### config.mk
export PLATFORM = sky130hd
export DESIGN_NAME = kernel_call_ctrl
export DESIGN_NICKNAME = d
export VERILOG_FILES = /design/src/rtl/kernel_call_pkg.sv /design/src/rtl/kernel_call_watchdog.sv /design/src/rtl/kernel_call_ctrl.sv
export SDC_FILE = /design/constraint.sdc
export NUM_CORES = 1
export LEC_CHECK = 0
export BUFFER_PORTS_ARGS = -buffer_cell sky130_fd_sc_hd__buf_4
export CAP_MARGIN = 20
export CORE_MARGIN = 1.5
export CORE_UTILIZATION = 55
export DETAILED_ROUTE_END_ITERATION = 10
export PLACE_DENSITY = 0.78
export SYNTH_ARGS = -nofsm -noshare
export SYNTH_HDL_FRONTEND = slang
export SYNTH_SLANG_ARGS = --single-unit
### constraint.sdc
create_clock -name clk -period 3.2 [get_ports clk]
set_input_delay 0.32 -clock clk [delete_from_list [all_inputs] [get_ports clk]]
set_output_delay 0.32 -clock clk [all_outputs]
set_load 0.1 [all_outputs]
### src/rtl/kernel_call_pkg.sv
// rtl/kernel_call_pkg.sv - shared state encoding and default widths for the kernel call controller
package kernel_call_pkg;

  localparam int DEF_CNT_W   = 16;
  localparam int DEF_CYC_W   = 32;
  localparam int DEF_TIMEOUT = 1024;

  typedef enum logic [3:0] {
    ST_IDLE   = 4'b0001,
    ST_LAUNCH = 4'b0010,
    ST_WAIT   = 4'b0100,
    ST_RESP   = 4'b1000
  } state_t;

  function automatic int wd_width(input int timeout);
    return $clog2(timeout + 1);
  endfunction

endpackage

### src/rtl/kernel_call_watchdog.sv
// rtl/kernel_call_watchdog.sv - per-invocation watchdog counting non-stalled wait cycles
module call_watchdog
  import kernel_call_pkg::*;
#(
  parameter int TIMEOUT = DEF_TIMEOUT
) (
  input  logic clk,
  input  logic reset,
  input  logic clear,
  input  logic enable,
  output logic expired
);

  localparam int WD_W = wd_width(TIMEOUT);

  logic [WD_W-1:0] count;

  // Fires during the enabled cycle that brings the count to TIMEOUT, so a finish
  // in that same cycle (which drops enable) naturally takes priority.
  assign expired = enable && (count == WD_W'(TIMEOUT - 1));

  always_ff @(posedge clk or posedge reset) begin
    if (reset) begin
      count <= '0;
    end else if (clear) begin
      count <= '0;
    end else if (enable) begin
      count <= count + WD_W'(1);
    end
  end

endmodule

### src/rtl/kernel_call_ctrl.sv
// rtl/kernel_call_ctrl.sv - host-side initiator issuing N start/finish handshakes to one kernel FSM
module kernel_call_ctrl
  import kernel_call_pkg::*;
#(
  parameter int CNT_W   = DEF_CNT_W,
  parameter int CYC_W   = DEF_CYC_W,
  parameter int TIMEOUT = DEF_TIMEOUT
) (
  input  logic             clk,
  input  logic             reset,
  input  logic             cmd_valid,
  output logic             cmd_ready,
  input  logic [CNT_W-1:0] cmd_count,
  output logic             callee_start,
  input  logic             callee_finish,
  input  logic             mem_stall,
  output logic             callee_stall,
  output logic             done,
  output logic             err_timeout,
  output logic [CNT_W-1:0] iter_done,
  output logic [CYC_W-1:0] cycle_count
);

  state_t           state;
  logic [CNT_W-1:0] count_q;
  logic [CNT_W-1:0] iter_next;
  logic             wd_clear;
  logic             wd_enable;
  logic             wd_expired;

  assign callee_stall = mem_stall;
  assign cmd_ready    = (state == ST_IDLE);
  assign callee_start = (state == ST_LAUNCH);
  assign done         = (state == ST_RESP);
  assign iter_next    = iter_done + CNT_W'(1);

  // The kernel samples start on the first unstalled edge, which is when the watchdog restarts.
  assign wd_clear  = (state == ST_IDLE) || ((state == ST_LAUNCH) && !mem_stall);
  assign wd_enable = (state == ST_WAIT) && !mem_stall && !callee_finish;

  call_watchdog #(
    .TIMEOUT(TIMEOUT)
  ) u_watchdog (
    .clk    (clk),
    .reset  (reset),
    .clear  (wd_clear),
    .enable (wd_enable),
    .expired(wd_expired)
  );

  always_ff @(posedge clk or posedge reset) begin
    if (reset) begin
      state       <= ST_IDLE;
      count_q     <= '0;
      iter_done   <= '0;
      cycle_count <= '0;
      err_timeout <= 1'b0;
    end else begin
      if (((state == ST_LAUNCH) || (state == ST_WAIT)) && (cycle_count != '1)) begin
        cycle_count <= cycle_count + CYC_W'(1);
      end
      case (state)
        ST_IDLE: begin
          if (cmd_valid) begin
            count_q     <= cmd_count;
            iter_done   <= '0;
            cycle_count <= '0;
            err_timeout <= 1'b0;
            state       <= (cmd_count == '0) ? ST_RESP : ST_LAUNCH;
          end
        end
        ST_LAUNCH: begin
          if (!mem_stall) begin
            state <= ST_WAIT;
          end
        end
        ST_WAIT: begin
          if (callee_finish) begin
            iter_done <= iter_next;
            state     <= (iter_next == count_q) ? ST_RESP : ST_LAUNCH;
          end else if (wd_expired) begin
            err_timeout <= 1'b1;
            state       <= ST_RESP;
          end
        end
        ST_RESP: begin
          state <= ST_IDLE;
        end
        default: begin
          state <= ST_IDLE;
        end
      endcase
    end
  end

endmodule

==> metrics.csv <==
metric,value,unit
outcome,completed,
slew_viol_final,0,
synth.net_count,551,
insertion_delay,0.36,ns
slew_headroom,0.370,
antenna_cells,0,
synth.cell_area,0.00462,mm²
synth_edf_count,0,
wl_per_cell,16.4,µm
arrival,2.67,ns
worst_ir_drop_vdd,0.000619,V
core-area,0.00818,mm²
drt_pass1_iterations,5,
grt_pass1_vias,3909,
drive_gt1_frac,0.186,
synth_xor_area_frac,0.0986,
required,3.43,ns
timing.fmax,411,MHz
layout_common_cells,"81 x nand2_1, 79 x dfrtp_1, 77 x buf_4, 52 x nor2_1, 30 x xnor2_1",
ant_nets,0,
synth-compound-area-share,0.121,
synthCells,527,
muxShareOfSynthArea,0.00894,
routed_wl,11400,µm
path_delay_family,simple AND/OR/NAND/NOR gates,
met3_usage,0.0483,
path_clk_slew,0.09,ns
busiest_layer,met2,
grtUsageMet1,0.365,
yosys.area_share.simple,0.294,
vias,4211,
synth_top_family_by_area,simple AND/OR/NAND/NOR gates,
root_buffer,clkbuf_8,
critPathCaptureType,flop,
timing.hold.ws,0.115,ns
synth_top_area_cell,dfrtp_1,
synth_top_cell_area_share,0.428,
antenna_found_initial,0,
drt_iter0_drc,232,
std_cell_rows,33,
p_leak,2.46,nW
die_y,94.6,µm
period_minus_slack,2.44,ns
die_w,94.6,µm
grt_max_degree,46,
route.detailed.drc,0,
yosys_warnings,0,
grt_pass1_wl,18900,µm
finalCritPeriodShare,0.761,
hold_viol,0,
rsz0062_at_grt,false,
synthArstFlopShare,1.00,
power_density,578,mW/mm²
nets,609,
crit_path_max_incr_delay,0.60,ns
synthTopCellsByArea,"dfrtp_1 43%, nand2_1 6.6%, xnor2_1 5.7%",
ctsResizeCount,0,
seq_area_frac_synth,0.434,
synth-adder-area-share,0.00813,
cap_violations,0,
grt_overflow,0,
cpMaxStageDelayCell,dfrtp_1,
use_met2,0.432,
grt_usage,0.268,
hpwl,8160,µm
ys_types,54,
finalSetupViolCount,0,
postCtsSetupRepairBufs,0,
io_buffers,73,
clock_sinks,80,
cts-hold-fix-buffers,0,
critPathMaxFanout,11,
critPathLaunchType,flop,
start_util,0.565,
ys_ff_latch,80,
die_area,0.00896,mm²
tns,0,ns
layout_commonest_cell,nand2_1,
finalClockSkew,0.0125,ns
setup.worst_path.class,flop to flop,
cts_max_level,3,
via_per_inst,6.06,
pin_count,74,
avgSynthCellArea,8.76,µm²
cts_tree,built,
tightest_slew,0.936,ns
holdCritPathClass,input port to async pin,
cts_buffers,9,
clockBufferDepth,2,
area_growth,18.0,%
synthFlopType,dfrtp_1,
crit_chain,xnor2_1 -> or3_1 -> nor4_4 -> nand4_1 -> o211ai_1 -> o31ai_1,
gp_routability_congestion,0.915,
crit_buf_inv,0,
-- layout make-up --
class | count | area (µm²)
fillers | 680 | 2730
well taps | 105 | 131
clock buffers | 11 | 131
multi-input cells | 408 | 2470
flip-flops and latches | 80 | 2000
clock inverters | 5 | 81.3
repair buffers | 78 | 598
inverters | 8 | 30.0
-- final timing paths --
check                                        start                         endpoint  slack (ns)  cells after the start
max                           state[2]$_DFFE_PP0P_        cycle_count[31]$_DFF_PP0_        0.76                      6
min                                          reset        cycle_count[14]$_DFF_PP0_        0.11                      2
max reg2reg                   state[2]$_DFFE_PP0P_        cycle_count[31]$_DFF_PP0_        0.76                      6
min reg2reg                err_timeout$_DFFE_PP0P_          err_timeout$_DFFE_PP0P_        0.49                      2
max in group asynchronous                    reset  u_watchdog.count[9]$_DFFE_PP0P_        2.36                      3
min in group clk                      cmd_count[0]           count_q[0]$_DFFE_PP0P_        0.16                      3
-- Yosys cell counts, types with 10 or more instances --
| master | number |
|---|---|
| nand4_1 | 25 |
| a21oi_1 | 18 |
| xnor2_1 | 30 |
| clkbuf_1 | 21 |
| and2_1 | 10 |
| nand3_1 | 26 |
| xor2_1 | 22 |
| nand2_1 | 81 |
| dfrtp_1 | 79 |
| o21ai_0 | 29 |
| nor2_1 | 52 |
| and3_1 | 11 |
-- power breakdown --
group	switching, mW	internal, mW	total, mW
clock	0.377	0.440	0.817
combinational	0.695	0.347	1.04
sequential	0.151	1.14	1.29
-- logic make-up (layout without fill, tap and decap cells) --
| group | after synthesis | after routing |
|---|---|---|
| and+or+nand+nor | 262 | 262 |
| AOI/OAI and AO/OA | 87 | 87 |
| DFF | 80 | 80 |
| xor gates and xnor gates | 52 | 52 |
| buffers and inverters | 39 | 102 |
| muxes | 4 | 4 |
| adders and majority gates | 3 | 3 |
-- through the flow --
step                total power, mW  cell area, µm²  cells   util  worst slack (ns)
floorplan                      2.11            4640    527      -             0.143
CTS                            3.16            5450    695  0.666             0.774
global route                   3.33            5450    695  0.666             0.556
global placement               2.31            5240    679  0.640             0.896
detailed placement             2.34            5240    679  0.640             0.809
finish                         3.15            5450    695  0.666             0.764
-- sequential cells by signal (all words and copies together), names as in the netlist --
signal            flops
count_q              16
cycle_count          32
err_timeout           1
iter_done            16
state                 4
u_watchdog.count     11
-- metal layers --
layer	wire, µm	part of all wire	vias up
met5	0	0	-
met4	223	0.020	0
met3	625	0.055	19
met2	5490	0.48	154
met1	5030	0.44	2043
li1	-	-	1995
No activity file was read; power rests on OpenSTA's default activity.
